[src/rtl/mips_pkg.sv]
// Shared constants for the multicycle MIPS controller: FSM state codes, opcode/funct
// values, ALU select encodings and the decoded instruction class.
package mips_pkg;

  // FSM state codes (plain constants for compatibility with older tooling)
  localparam logic [2:0] StFetch  = 3'd0;
  localparam logic [2:0] StDecode = 3'd1;
  localparam logic [2:0] StExec   = 3'd2;
  localparam logic [2:0] StMem    = 3'd3;
  localparam logic [2:0] StWb     = 3'd4;
  localparam logic [2:0] StHalt   = 3'd5;

  localparam logic [5:0] OP_RTYPE = 6'h00;
  localparam logic [5:0] OP_J     = 6'h02;
  localparam logic [5:0] OP_BEQ   = 6'h04;
  localparam logic [5:0] OP_LW    = 6'h23;
  localparam logic [5:0] OP_SW    = 6'h2B;

  localparam logic [5:0] FN_ADD = 6'h20;
  localparam logic [5:0] FN_SUB = 6'h22;
  localparam logic [5:0] FN_AND = 6'h24;
  localparam logic [5:0] FN_OR  = 6'h25;
  localparam logic [5:0] FN_SLT = 6'h2A;

  // Must match the ALU's operation decode
  localparam logic [2:0] ALU_AND = 3'd0;
  localparam logic [2:0] ALU_OR  = 3'd1;
  localparam logic [2:0] ALU_ADD = 3'd2;
  localparam logic [2:0] ALU_SUB = 3'd6;
  localparam logic [2:0] ALU_SLT = 3'd7;

  typedef enum logic [2:0] {
    ClsRtype,
    ClsBeq,
    ClsLw,
    ClsSw,
    ClsJ
  } insn_cls_e;

endpackage

[src/rtl/mips_decode.sv]
// Combinational instruction decode: class, ALU select, write register and illegal flag.
module mips_decode
  import mips_pkg::*;
(
  input  logic [5:0] op,
  input  logic [5:0] funct,
  input  logic [4:0] rt,
  input  logic [4:0] rd,
  output insn_cls_e  cls,
  output logic [2:0] alu_sel,
  output logic [4:0] wr_reg,
  output logic       illegal
);

  // Map opcode/funct to instruction class and ALU operation
  always_comb begin
    cls     = ClsRtype;
    alu_sel = ALU_ADD;
    illegal = 1'b0;
    case (op)
      OP_RTYPE: begin
        cls = ClsRtype;
        case (funct)
          FN_ADD:  alu_sel = ALU_ADD;
          FN_SUB:  alu_sel = ALU_SUB;
          FN_AND:  alu_sel = ALU_AND;
          FN_OR:   alu_sel = ALU_OR;
          FN_SLT:  alu_sel = ALU_SLT;
          default: illegal = 1'b1;
        endcase
      end
      OP_BEQ: begin
        cls     = ClsBeq;
        alu_sel = ALU_SUB;
      end
      // Both read ports carry rt and AND passes it through unchanged as store data
      OP_SW: begin
        cls     = ClsSw;
        alu_sel = ALU_AND;
      end
      OP_LW:   cls = ClsLw;
      OP_J:    cls = ClsJ;
      default: illegal = 1'b1;
    endcase
  end

  // Loads write rt, R-type writes rd
  assign wr_reg = (op == OP_LW) ? rt : rd;

endmodule

[src/rtl/mips_mc_ctrl.sv]
// Multicycle fetch/control FSM for a MIPS subset. Owns PC and IR, fetches over req/ack
// and sequences FETCH/DECODE/EXEC/MEM/WB. Optional macro MIPS_CTRL_PERF_EN adds
// cycle and retired-instruction counters.
module mips_mc_ctrl
  import mips_pkg::*;
#(
  parameter int unsigned     PC_W     = 32,
  parameter logic [PC_W-1:0] RESET_PC = '0
) (
  input  logic            clk,
  input  logic            rst,
  output logic            imem_req,
  output logic [PC_W-1:0] imem_addr,
  input  logic            imem_ack,
  input  logic [31:0]     imem_data,
  input  logic            alu_zf,
  input  logic [31:0]     alu_res,
  input  logic [31:0]     mem_dout,
  output logic [4:0]      br_a1,
  output logic [4:0]      br_a2,
  output logic [2:0]      alu_sel,
  output logic            mem_ewr,
  output logic [4:0]      mem_dir,
  output logic [4:0]      br_ddir,
  output logic [31:0]     br_din,
  output logic            br_ewr,
  output logic [PC_W-1:0] pc,
  output logic            halted
`ifdef MIPS_CTRL_PERF_EN
  ,
  output logic [31:0]     cyc_cnt,
  output logic [31:0]     ret_cnt
`endif
);

  logic [2:0]      state_q, state_d;
  logic [PC_W-1:0] pc_q, pc_d;
  logic [31:0]     ir_q, ir_d;
  logic [31:0]     res_q, res_d;

  insn_cls_e  cls;
  logic [2:0] dec_alu_sel;
  logic [4:0] wr_reg;
  logic       illegal;

  mips_decode u_decode (
    .op      (ir_q[31:26]),
    .funct   (ir_q[5:0]),
    .rt      (ir_q[20:16]),
    .rd      (ir_q[15:11]),
    .cls     (cls),
    .alu_sel (dec_alu_sel),
    .wr_reg  (wr_reg),
    .illegal (illegal)
  );

  logic [PC_W-1:0] pc_inc, br_off, j_tgt;
  assign pc_inc = pc_q + PC_W'(4);
  assign br_off = {{(PC_W - 18){ir_q[15]}}, ir_q[15:0], 2'b00};
  assign j_tgt  = {pc_q[PC_W-1:28], ir_q[25:0], 2'b00};

  // Next-state, PC, IR and result register update
  always_comb begin
    state_d = state_q;
    pc_d    = pc_q;
    ir_d    = ir_q;
    res_d   = res_q;
    unique case (state_q)
      StFetch: begin
        if (imem_ack) begin
          ir_d    = imem_data;
          pc_d    = pc_inc;
          state_d = StDecode;
        end
      end
      StDecode: state_d = illegal ? StHalt : StExec;
      StExec: begin
        case (cls)
          ClsRtype: begin
            res_d   = alu_res;
            state_d = StWb;
          end
          ClsBeq: begin
            // pc already points past the branch
            if (alu_zf) pc_d = pc_q + br_off;
            state_d = StFetch;
          end
          ClsJ: begin
            pc_d    = j_tgt;
            state_d = StFetch;
          end
          default: state_d = StMem;
        endcase
      end
      StMem: begin
        if (cls == ClsLw) begin
          res_d   = mem_dout;
          state_d = StWb;
        end else begin
          state_d = StFetch;
        end
      end
      StWb:    state_d = StFetch;
      default: state_d = StHalt;
    endcase
  end

  // State registers with synchronous reset
  always_ff @(posedge clk) begin
    if (rst) begin
      state_q <= StFetch;
      pc_q    <= RESET_PC;
      ir_q    <= '0;
      res_q   <= '0;
    end else begin
      state_q <= state_d;
      pc_q    <= pc_d;
      ir_q    <= ir_d;
      res_q   <= res_d;
    end
  end

  // Datapath controls; enables are masked by rst so an aborted op never writes
  always_comb begin
    imem_req = (state_q == StFetch) && !rst;
    mem_ewr  = (state_q == StMem) && (cls == ClsSw) && !rst;
    br_ewr   = (state_q == StWb) && !rst;
    br_a1    = ir_q[25:21];
    if ((cls == ClsSw) && ((state_q == StExec) || (state_q == StMem))) br_a1 = ir_q[20:16];
    br_a2    = ir_q[20:16];
    alu_sel  = dec_alu_sel;
    mem_dir  = ir_q[4:0];
    br_ddir  = wr_reg;
    br_din   = res_q;
  end

  assign imem_addr = pc_q;
  assign pc        = pc_q;
  assign halted    = (state_q == StHalt);

`ifdef MIPS_CTRL_PERF_EN
  logic ret_evt;
  assign ret_evt = (state_d == StFetch) &&
                   ((state_q == StExec) || (state_q == StMem) || (state_q == StWb));

  // Free-running cycle count (frozen in HALT) and retired-instruction count
  always_ff @(posedge clk) begin
    if (rst) begin
      cyc_cnt <= '0;
      ret_cnt <= '0;
    end else begin
      if (state_q != StHalt) cyc_cnt <= cyc_cnt + 32'd1;
      if (ret_evt)           ret_cnt <= ret_cnt + 32'd1;
    end
  end
`endif

endmodule

[config.mk]
export PLATFORM = sky130hd
export DESIGN_NAME = mips_mc_ctrl
export DESIGN_NICKNAME = d
export VERILOG_FILES = /design/src/rtl/mips_pkg.sv /design/src/rtl/mips_decode.sv /design/src/rtl/mips_mc_ctrl.sv
export SDC_FILE = /design/constraint.sdc
export NUM_CORES = 1
export LEC_CHECK = 0
export ABC_AREA = 1
export CORE_UTILIZATION = 52
export CTS_CLUSTER_SIZE = 25
export DETAILED_ROUTE_END_ITERATION = 10
export PLACE_DENSITY_LB_ADDON = 0.1
export SLEW_MARGIN = 15
export SYNTH_ARGS = -nofsm -noshare
export SYNTH_HDL_FRONTEND = slang
export SYNTH_SLANG_ARGS = --single-unit
[constraint.sdc]
create_clock -name clk -period 3.2 [get_ports clk]
set_clock_uncertainty 0.1 [all_clocks]
set_input_delay 0.48 -clock clk [delete_from_list [all_inputs] [get_ports clk]]
set_output_delay 0.48 -clock clk [all_outputs]
set_load 0.02 [all_outputs]
==> results of run 1 <==
[what timing repair did]
item | CTS | global route
hold endpoints to repair | 0 | 0
gates resized for setup | 0 | 1
setup endpoints to repair | 0 | 3
hold buffers | 0 | 0
setup buffers | 0 | 0
[layout by cell type, fill, tap and decap left out, types with 2 or more instances in the layout]
master / instances
sky130_fd_sc_hd__nand4_1: 20
sky130_fd_sc_hd__nand2_2: 3
sky130_fd_sc_hd__conb_1: 4
sky130_fd_sc_hd__ha_1: 30
sky130_fd_sc_hd__a21oi_1: 134
sky130_fd_sc_hd__xor2_1: 15
sky130_fd_sc_hd__a31oi_1: 36
sky130_fd_sc_hd__nor3_1: 20
sky130_fd_sc_hd__o21ai_0: 102
sky130_fd_sc_hd__bufinv_16: 3
sky130_fd_sc_hd__o21ai_1: 13
sky130_fd_sc_hd__o31ai_1: 3
sky130_fd_sc_hd__xnor2_1: 10
sky130_fd_sc_hd__nand2_1: 331
sky130_fd_sc_hd__nor4_1: 2
sky130_fd_sc_hd__dfxtp_1: 97
sky130_fd_sc_hd__clkdlybuf4s50_1: 218
sky130_fd_sc_hd__clkbuf_16: 9
sky130_fd_sc_hd__o211ai_1: 3
sky130_fd_sc_hd__inv_1: 112
sky130_fd_sc_hd__buf_4: 21
sky130_fd_sc_hd__inv_2: 7
sky130_fd_sc_hd__nand3_1: 77
sky130_fd_sc_hd__o21bai_1: 5
sky130_fd_sc_hd__nand3b_1: 4
sky130_fd_sc_hd__nor2_1: 90
sky130_fd_sc_hd__nor2_2: 4
sky130_fd_sc_hd__clkinv_1: 3
[state kept, by name (all words and copies together) (netlist names)]
signal and flops:
br_din 32, imem_addr 30, ir_q 32, state_q 3
[stage by stage]
step | hold WS [ns] | setup slack [ns] | util, % | area (um^2)
global route | 0.406 | 0.170 | 70.9 | 9880
CTS | 0.374 | 0.0808 | 70.9 | 9880
detailed placement | 0.364 | 0.470 | 68.4 | 9530
finish | 0.377 | 0.287 | 70.9 | 9880
floorplan | 0.343 | 1.05 | - | 7490
global placement | 0.355 | 0.646 | 68.4 | 9530
[layer usage]
metal / up-vias / wire length, um / GRT usage [%]
li1: 4345 / - / -
met3: 75 / 2400 / 9.22
met5: - / 0 / 0
met4: 0 / 1480 / 23.2
met2: 407 / 12600 / 60.8
met1: 3968 / 10700 / 42.9
[power breakdown]
part,total [uW],switching (uW),internal [uW]
logic,2420,1440,975
registers,1600,220,1380
clock network,1320,532,791
total,5340,2190,3150
[kinds of logic after synthesis]
group	after synthesis
and+or+nand+nor	556
AOI/OAI and AO/OA	300
buffers and inverters	213
DFF	97
adders and majority gates	31
xor gates and xnor gates	25
other	1
[worst max-delay path, stage by stage, from the launching register on]
cell                              delay, ns
sky130_fd_sc_hd__dfxtp_1               0.49
sky130_fd_sc_hd__nor2_2                0.09
sky130_fd_sc_hd__inv_2                 0.10
sky130_fd_sc_hd__nor2_8                0.08
sky130_fd_sc_hd__o21ai_2               0.38
sky130_fd_sc_hd__nand2_1               0.12
sky130_fd_sc_hd__o21ai_0               0.10
sky130_fd_sc_hd__clkdlybuf4s50_1       0.62
[path summary, 6_finish.rpt]
kind | endpoint
worst max-delay path | br_a1[2]
worst max register to register | imem_addr[27]
worst min register to register | ir_q[31]
worst min-delay path | ir_q[31]
[layout make-up]
class	instances	area, um^2	area share [%]
Timing Repair Buffer	240	2360	23.9
Inverter	122	458	4.63
Tap cell	180	225	2.28
Multi-Input combinational cell	916	4550	46.0
Clock inverter	5	110	1.11
Sequential cell	97	1940	19.6
Clock buffer	10	239	2.42
==> flow_results.org, run 1 <==
** GRT
- Entering global routing, the biggest net connects 65 pins.
- The via count of the first global-routing pass is 8077.
- The first global-routing pass estimated 42.1 mm of wire.
- The initial antenna violation count was 0.
- Global routing finished with a remaining overflow of 0.
- Global routing usage summed across all routing layers :: 37.0%

** STA
- Min Clock Period, post-route :: 2.91 ns
- In the finished design, the share of the clock period the worst path needs comes to 91.0%.
- Unrepaired setup endpoints after global routing :: no
- Slew margin rel. :: 59.3%
- Fmax :: 343 MHz
- Hold Vio Cnt, Final :: 0
- In the final timing run, aggregate negative setup slack is 0 ns.
- The final-report max-slew violation count is 0.
- Setup violations remaining at the end of the flow were counted as 0.
- At the pin with the least slew margin, the transition time is 0.609 ns.

** Route
- Residual antenna-violating net count after detailed routing :: 0
- After detailed routing, the number of remaining DRC violations is 0.
- Detailed-route wire length per cell :: 17.3 um
- The routed layout has 8795 vias.
- Total detailed-routing wirelength :: 27.1 mm
- The first TritonRoute pass finished after 7 iterations.
- Iteration-0 DRC Markers :: 718
- After detailed routing, the number of vias per cell comes to 5.60.

** Yosys
- Average cell area after synthesis :: 6.12 um^2
- Netlist Area Pre-Place :: 7480 um^2
- After synthesis, the netlist uses 38 different library cells.
- Fraction of synthesized cell area in xor and xnor cells :: 2.93%
- Proportion of synthesized chip area in sequential cells :: 25.9%
- In the synthesized netlist the dominant register cell turns out to be sky130_fd_sc_hd__dfxtp_1.
- The synthesized netlist devotes 31.2% of its cell area to simple gates.
- Flip-flop and latch count after synthesis :: 97
- Arithmetic-cell share of the synthesized area counting full adders, half adders and majority gates :: 5.28%
- Of all flip-flops after synthesis, the portion carrying an async set or reset was 0%.
- Combinational family with the most area after synthesis :: simple AND/OR/NAND/NOR gates
- By count the netlist is led by sky130_fd_sc_hd__nand2_1, sky130_fd_sc_hd__a21oi_1, sky130_fd_sc_hd__inv_1, sky130_fd_sc_hd__o21ai_0, sky130_fd_sc_hd__dfxtp_1.
- Area fraction of the dominant cell type after synthesis :: 25.9%
- In this run, synthesis inferred 0 flip-flops with an integrated enable.
- After synthesis, the share of cell area in mux cells is 0%.
- Synth Instances :: 1223
- Area leader, netlist :: sky130_fd_sc_hd__dfxtp_1
- Synthesized-area fraction occupied by ao, oa, aoi and oai cells :: 21.2%
- Warnings, synthesis :: 0
- Among all cell types in the netlist, the one instantiated most often is sky130_fd_sc_hd__nand2_1.
- In the post-synthesis netlist, the biggest area contributors are sky130_fd_sc_hd__dfxtp_1, sky130_fd_sc_hd__nand2_1, sky130_fd_sc_hd__a21oi_1.

** Final layout
- Total number of nets in the final design :: 1517
- Antenna diode count :: 0
- Count of placed standard cells in the final layout, fillers left out :: 1570
- Area growth from synthesis to layout :: 32.1%
- Count of filler cells inserted in the layout :: 1273
- Of the cells placed in the final design, the portion with a size suffix greater than 1 is 3.96%.

** Power
- The analysis attributes to cell leakage a power of 0.00415 uW.
- Power spread over the standard cell area amounts to 540 nW/um^2.
- The design draws 5340 uW.
- Across the VDD grid, the largest voltage drop is 0.286 mV.

** Clock network
- The longest clock path from root to sink contains 2 buffers.
- Buffers inserted during clock tree synthesis total 9.
- Root buf cell :: sky130_fd_sc_hd__clkbuf_16
- Clock slew at the register clock pins of the worst setup and hold paths :: 0.07 ns
- Skew-Pair Late Insertion Delay :: 0.36 ns
- The clock drives 97 sinks.
- The H-tree generated during clock tree synthesis spans 3 levels.
- TritonCTS built the clock tree.

** Worst hold path
- Worst min-delay path category :: reg2reg
- Hold depth :: 2
- Worst Hold Launch :: ir_q[31]

** Placement
- In this run the tool buffered the top-level ports with 218 buffer cells.
- Instance count after placement with tap cells included :: 1555
- GP Congestion :: 0.968
- Detailed placement ended at an HPWL of 20.8 mm.

** Critical path
- STA classifies the critical path startpoint as a flop.
- STA classifies the critical path endpoint as an output port.
- Along the worst path, the maximum fanout reaches 18.
- Data on the critical path arrives at its endpoint at 2.33 ns.
- The critical path starts at state_q[2].
- Setup slack on the worst reg-to-reg path comes out at 0.61 ns.
- Counting cells, the worst reg-to-reg path comes to 12.
- Critical register-to-register path startpoint :: imem_addr[7]
- Critical path start-end classification :: reg2out
- STA puts the critical path data required time at 2.62 ns.

** Floorplan
- The die is 122 um tall.
- For this configuration, the core starts out at a cell density of 53.7%.
- Std cell rows :: 43
- I/O pin count :: 223
- Core box area :: 13900 um^2
- Floorplan die area :: 14900 um^2
- The die is 122 um wide.

** Flow run
- Number of maximum-capacitance constraint violations :: 0

** Outcome
- The flow ran to the end, and the final reports show no timing, DRC or antenna violations.
(Power assumes the default switching activity.)
==> inputs of run 2 (changes only) <==
Settings changed: CORE_ASPECT_RATIO set to 0.7, CORE_UTILIZATION 52 to 41.
==> run 2 against run 1 <==
Combinational power about the same. Non-clock buffer count up 7. Register-to-register slack worse by 0.07 ns. Critical path depth unchanged. Fmax down 3.4%. Count of clock-buffer cells in the layout unchanged. Via count up 1.5%. Die area up 26%. Final area up 0.57%. Worst hold slack worse by 0.0038 ns. First-iteration DRC count up 29%. Critical path type unchanged. Largest cell class unchanged. Highest routed layer unchanged.
==> flow_results.org, run 2 (same netlist as run 1, synthesis figures left out) <==
** Final layout
- Core occupancy in the finished layout :: 56.7%
- At the end of the flow, the number of nets in the layout was 1524.
- Most used cells in the layout excluding fill and tap cells :: sky130_fd_sc_hd__nand2_1, sky130_fd_sc_hd__clkdlybuf4s50_1, sky130_fd_sc_hd__a21oi_1
- The library cell used most frequently in the layout, excluding fill and tap cells, is sky130_fd_sc_hd__nand2_1.
- In the final layout, the share of cells above drive strength 1 is 4.58%.
- Antenna diode count :: 0
- Post-route cell area :: 9940 um^2
- Area growth from synthesis to layout :: 32.8%

** Floorplan
- Effective utilization at floorplan :: 42.7%
- Core box area :: 17500 um^2
- The die covers 18800 um^2.
- Std cell rows :: 40
- I/O pin count :: 223
- In this run the vertical extent of the chip is 115 um.
- The floorplan step set the die width to 163 um.

** Clock network
- Clock Sinks :: 97
- After clock tree synthesis, the clock-pin slew on the worst setup and hold paths is 0.07 ns.
- Skew-Pair Late Insertion Delay :: 0.36 ns
- After clock tree synthesis, the setup repair step added 0 buffers.
- Buffers inserted to repair hold after CTS numbered 0.
- The tree is rooted in a sky130_fd_sc_hd__clkbuf_16.
- In this run, CTS created clock tree buffers numbering 9.
- CTS tree :: built
- In this run the number of H-tree levels came out at 3.
- Deepest clock path buffer count :: 2

** Power
- Static Leakage :: 0.00416 uW
- Power density cells :: 520 nW/um^2
- Sum of internal, switching and leakage power :: 5170 uW
- Maximum ir drop on the vdd rail :: 0.345 mV

** Placement
- Number of I/O port buffers :: 218
- Placed Area :: 9630 um^2
- GP Congestion :: 1.01
- The wire-length estimate of the detail-placed layout is 22.8 mm.

** STA
- The hold violation count in the final report was 0.
- Unrepaired setup endpoints after global routing :: no
- On the final layout, the worst hold slack is 0.374 ns.
- Final number of max-transition violations :: 0
- Slew margin rel. :: 26.0%
- Derived from the worst setup path, the maximum achievable clock frequency is 332 MHz.
- For the finished layout, the period the worst path requires is 3.01 ns.
- Setup violations remaining at the end of the flow were counted as 0.
- Dividing the final minimum period by the clock period gives 94.2%.
- Adding up every negative setup slack in the final design gives 0 ns.
- At the pin with the least slew margin, the transition time is 1.11 ns.

** Route
- The routed design has 29.2 mm of wire.
- In the routed layout, each cell is associated on average with a via count of 5.48.
- In the final routed layout, each cell accounts on average for 17.9 um.
- In the routed design, unresolved DRC markers number 0.
- For this block, the via count after detailed routing is 8925.
- After the first detailed-routing iteration, the DRC count stood at 927.
- The pre-antenna-repair detailed-routing pass consisted of 6 iterations.
- Residual antenna-violating net count after detailed routing :: 0

** GRT
- Global-route wire length before repair :: 44.0 mm
- For this run, the total global-route usage over all layers was measured as 30.8%.
- The total overflow left after global routing is 0.
- Largest net degree at the start of global routing :: 75
- The initial antenna violation count is 0.
- Number of global-route vias before repair :: 7783

** Flow run
- Number of maximum-capacitance constraint violations :: 0

** Critical path
- The worst setup path is launched from a flop.
- Critical path start-end classification :: reg2out
- Of all nets on the critical path, the largest fanout is 10.
- STA classifies the critical path endpoint as an output port.
- Crit path arrival time :: 2.43 ns
- Counting cells, the worst reg-to-reg path comes to 10.
- Crit path required time :: 2.62 ns

** Worst hold path
- Hold depth :: 2
- Worst min-delay path category :: reg2reg

** Outcome
- Result of the run :: finished clean
## run 2: cell count changes in the layout (fill, tap and decap cells not counted), sizes merged
cell	change
buf	+7
bufinv	-3
clkinv	+4
## run 2: worst max-delay path, cell delays in order, from the launching register on
cell and delay, ns:
sky130_fd_sc_hd__dfxtp_1 0.33, sky130_fd_sc_hd__inv_1 0.05, sky130_fd_sc_hd__nor3_1 0.17, sky130_fd_sc_hd__nand3_1 0.14, sky130_fd_sc_hd__inv_1 0.12, sky130_fd_sc_hd__nand2_1 0.21, sky130_fd_sc_hd__o21ai_0 0.36, sky130_fd_sc_hd__clkdlybuf4s50_1 0.67
## run 2: through the flow
step                worst slack [ns]  std cells
floorplan                       1.05       1226
global placement               0.507       1613
detailed placement             0.448       1613
CTS                           0.0368       1629
global route                  0.0251       1629
finish                         0.186       1629
## run 2: power by group
group | switching, uW | total (uW) | internal [uW]
Sequential | 251 | 1630 | 1380
Clock | 548 | 1120 | 567
Combinational | 1440 | 2420 | 977
## run 2: final timing paths
path	from	end	slack (ns)
hold reg to reg	ir_q[31]	ir_q[31]	0.37
hold / removal	ir_q[31]	ir_q[31]	0.37
setup / recovery	ir_q[31]	br_ddir[4]	0.19
setup reg to reg	ir_q[15]	imem_addr[28]	0.54
## run 2: timing repair
action	CTS	global route
endpoints found under the hold margin	0	0
setup endpoints to repair	0	5
gates resized for setup	0	1
## run 2: cell type report
| type | instances | area, um^2 |
|---|---|---|
| inverters | 122 | 458 |
| multi-input cells | 916 | 4550 |
| well taps | 231 | 289 |
| clock buffers | 10 | 239 |
| flip-flops and latches | 97 | 1940 |
| clock inverters | 6 | 62.6 |
| fillers | 1804 | 7580 |
| repair buffers | 247 | 2400 |
## run 2: per-layer routing
metal,vias to the layer above,share of wire (%),wire (um),GRT usage (%)
li1,4367,-,-,-
met1,4068,48,14000,48.1
met2,459,38,11200,40.5
met3,31,12,3650,8.59
met4,0,1.3,378,6.42
met5,-,0,0,0
==> inputs of run 3 (changes only) <==
Settings changed: CTS_BUF_LIST set to sky130_fd_sc_hd__clkbuf_8 sky130_fd_sc_hd__clkbuf_16, SYNTH_HIERARCHICAL set to 1.
==> run 3 against run 2 <==
Count of clock-buffer cells in the layout stayed put. Critical path type unchanged. Synthesized area is 5.5% higher. Final area is 3.9% higher. Global-route usage is 1.7 points lower. Worst hold slack better by 0.023 ns.
==> flow_results.org, run 3 <==
** Yosys
- Mux cell area share after synthesis :: 0%
- The synthesized netlist devotes 19.7% of its cell area to compound gates.
- The most common cell in the synthesized netlist is sky130_fd_sc_hd__nand2_1.
- Yosys printed 6 warnings.
- Summing the areas of all fa, ha and maj instances in the mapped netlist gives 5.01% of the synthesized area.
- Largest cells by area after synthesis :: sky130_fd_sc_hd__dfxtp_1, sky130_fd_sc_hd__nand2_1, sky130_fd_sc_hd__inv_1
- Area leader, netlist :: sky130_fd_sc_hd__dfxtp_1
- Fraction of registers with async set/reset :: 0%
- Fraction of synthesized cell area in xor and xnor cells :: 2.11%
- In this run the biggest area consumer among cell types represents 24.6% of the synthesized area.
- Most used flip-flop cell after synthesis :: sky130_fd_sc_hd__dfxtp_1
- Distinct cells, synth :: 40
- Counting flops and latches in the post-synthesis netlist gives 97.
- After synthesis, the largest family of logic cells by area is simple AND/OR/NAND/NOR gates.
- After synthesis the cells add up to 7900 um^2.
- Synth Instances :: 1316
- EDFF count, synth :: 0
- In the synthesized netlist, the cells that appear most often are sky130_fd_sc_hd__nand2_1, sky130_fd_sc_hd__inv_1, sky130_fd_sc_hd__a21oi_1, sky130_fd_sc_hd__dfxtp_1, sky130_fd_sc_hd__o21ai_0.
- Of the total synthesized cell area, the portion taken by AND, OR, NAND and NOR gates is 32.7%.
- Average cell area after synthesis :: 6.00 um^2
- Proportion of synthesized chip area in sequential cells :: 24.6%

** Critical path
- The most critical setup path has its startpoint at ir_q[31].
- The largest individual stage delay along the critical path comes from the cell sky130_fd_sc_hd__clkdlybuf4s50_1.
- Of all nets on the critical path, the largest fanout is 10.
- On the critical path the largest part of the delay comes from buffers and inverters.
- Critical register-to-register path startpoint :: imem_addr[2]
- In this design, the stage delay of the slowest critical-path cell is 0.62 ns.
- Startpoint class of the critical path :: flop
- Crit path required time :: 2.62 ns
- Top cell by count, worst path :: sky130_fd_sc_hd__inv_1
- By startpoint and endpoint, the worst setup path is classified as reg2out.
- The worst setup path is captured at an output port.
- Crit path arrival time :: 2.44 ns
- Walking the worst path, the cells encountered are inv_1 > nor2_2 > nand3_1 > nand2_1 > inv_1 > nor3_4 > nand3_4 > o21ai_0 > clkdlybuf4s50_1.
- Counting both buffers and inverters, the worst setup path holds a total of 3.

** Route
- Residual antenna-violating net count after detailed routing :: 0
- Dividing the detail-routed wire length by the instance count gives 16.8 um.
- Number of design rule violations left after detail routing :: 0
- The pre-antenna-repair detailed-routing pass consisted of 7 iterations.
- Number of vias in the routed layout :: 8965
- Routed via count divided by cell count :: 5.20
- Total detailed-routing wirelength :: 28.9 mm
- The first routing iteration left 743 violations.

** Clock network
- CTS saw 97 sinks.
- CTS built an H-tree with a depth of 3.
- Counting the buffers created by CTS gives 9.
- Clock slew at the register clock pins of the worst setup and hold paths :: 0.07 ns
- Deepest clock path buffer count :: 2
- The later pin in the worst-skew pair is clocked with a latency of 0.36 ns.
- CTS tree :: built
- Number of post-CTS setup repair buffers :: 0
- Root buf cell :: sky130_fd_sc_hd__clkbuf_16

** GRT
- Summed over all layers, the global routing overflow is 0.
- Global routing consumed, over all layers together, 29.0% of the routing resources.
- The via count of the first global-routing pass was 7874.
- The initial antenna violation count came to 0.
- Entering global routing, the biggest net connects 79 pins.
- Global-route wire length before repair :: 44.5 mm

** Final layout
- At the end of the flow the core is filled with cells to 54.7%.
- Commonest non-fill, non-tap cell in the layout :: sky130_fd_sc_hd__nand2_1
- The area growth from synthesis to layout is 30.7%.
- Ratio of cells with drive above 1 in the final layout :: 4.93%
- Antenna diode count :: 0
- In the final design database the tool counted 1608 nets.
- Count of placed standard cells in the final layout, fillers left out :: 1724
- Most used cells in the layout excluding fill and tap cells :: sky130_fd_sc_hd__nand2_1, sky130_fd_sc_hd__clkdlybuf4s50_1, sky130_fd_sc_hd__inv_1

** STA
- Part of the cycle the worst path needs :: 94.4%
- Number of failing setup endpoints in the final timing report :: 0
- The worst path needs 3.02 ns of the cycle, external delays included.
- The final-report max-slew violation count came to 0.
- The hold violation count in the final report was 0.
- At the pin with the least slew margin, the transition time is 0.812 ns.
- Headroom to the max-slew limit came out at 45.9%.
- Derived from the worst setup path, the maximum achievable clock frequency is 331 MHz.

** Power
- For this design the static power due to leakage is 0.00463 uW.
- Maximum ir drop on the vdd rail :: 0.467 mV
- Power density cells :: 645 nW/um^2

** Outcome
- The flow ran to the end, and the final reports show no timing, DRC or antenna violations.

** Floorplan
- Once the floorplan was initialized, standard cells occupied 41.8% of the core.
- The initialized floorplan defines 42 standard-cell rows.
- DIE WIDTH :: 168 um
- For this design the top-level I/O count stands at 223.
- The die is 118 um tall.
- Floorplan die area :: 19800 um^2
- Core box area :: 18900 um^2

** Placement
- Once detailed placement completed, the half-perimeter wirelength came to 22.2 mm.
- The congestion estimate from routability-driven global placement came to 0.955.
- Number of I/O port buffers :: 218
- Instance count after placement with tap cells included :: 1708

** Worst hold path
- The startpoint identified for the worst hold timing path is ir_q[31].
- Worst min-delay path category :: reg2reg

** Flow run
- Number of maximum-capacitance constraint violations :: 0
-- run 3: area by class of cell --
cell class,count,area [um^2]
Fill cell,1950,8540
Clock buffer,10,239
Tap cell,242,303
Timing Repair Buffer,238,2350
Inverter,179,672
Multi-Input combinational cell,952,4740
Sequential cell,97,1940
Clock inverter,6,72.6
-- run 3: where the power goes --
group	internal [uW]	switching, uW	leakage [uW]
combinational	1450	2090	0.00368
clock	641	552	0.000155
sequential	1460	455	0.000794
total	3560	3100	0.00463
-- run 3: timing repair --
item | 4_1_cts | 5_1_grt
pin swaps | 1 | 0
hold buffers | 0 | 0
setup endpoints to repair | 5 | 5
gates resized for setup | 2 | 6
-- run 3: kinds of logic (layout without fill, tap and decap cells) --
group / Yosys count / count (layout)
simple gates: 610 / 610
compound gates: 288 / 288
buf+inv: 270 / 433
flops: 97 / 97
fa+ha+maj: 31 / 31
xor+xnor: 19 / 19
other cells: 1 / 4
-- run 3: worst paths after layout --
check | endpoint | slack (ns) | depth (start not counted)
worst max-delay path | br_a1[3] | 0.18 | 9
worst min-delay path | ir_q[31] | 0.40 | 2
worst max register to register | imem_addr[30] | 0.62 | 13
worst min register to register | ir_q[31] | 0.40 | 2
-- run 3: layer usage --
layer  routed length, um  global-route usage (%)  part of all wire (%)
met3                2630                    7.03                   9.1
met1               13800                    42.9                    48
met5                   0                       0                     0
met4                 590                    7.97                   2.0
met2               11800                    41.3                    41
-- run 3: per-stage QoR --
| stage | hold WS, ns | setup TNS [ns] | instance area, um^2 | setup WS (ns) | total power (uW) |
|---|---|---|---|---|---|
| after floorplan | 0.348 | 0 | 7910 | 0.754 | 4240 |
| after CTS | 0.398 | 0 | 10300 | 0.0669 | 6660 |
| after global routing | 0.409 | -0.000390 | 10300 | -0.000390 | 7110 |
| final | 0.396 | 0 | 10300 | 0.181 | 6660 |
| after global placement | 0.381 | 0 | 9980 | 0.306 | 5420 |
| after detailed placement | 0.385 | 0 | 9980 | 0.251 | 5440 |
-- run 3: tightest hold or removal path: cells and delay by family, from the launching register on --
kind / cells / cell delay, ns
DFF: 1 / 0.33
and+or+nand+nor: 1 / 0.07
AOI/OAI and AO/OA: 1 / 0.05
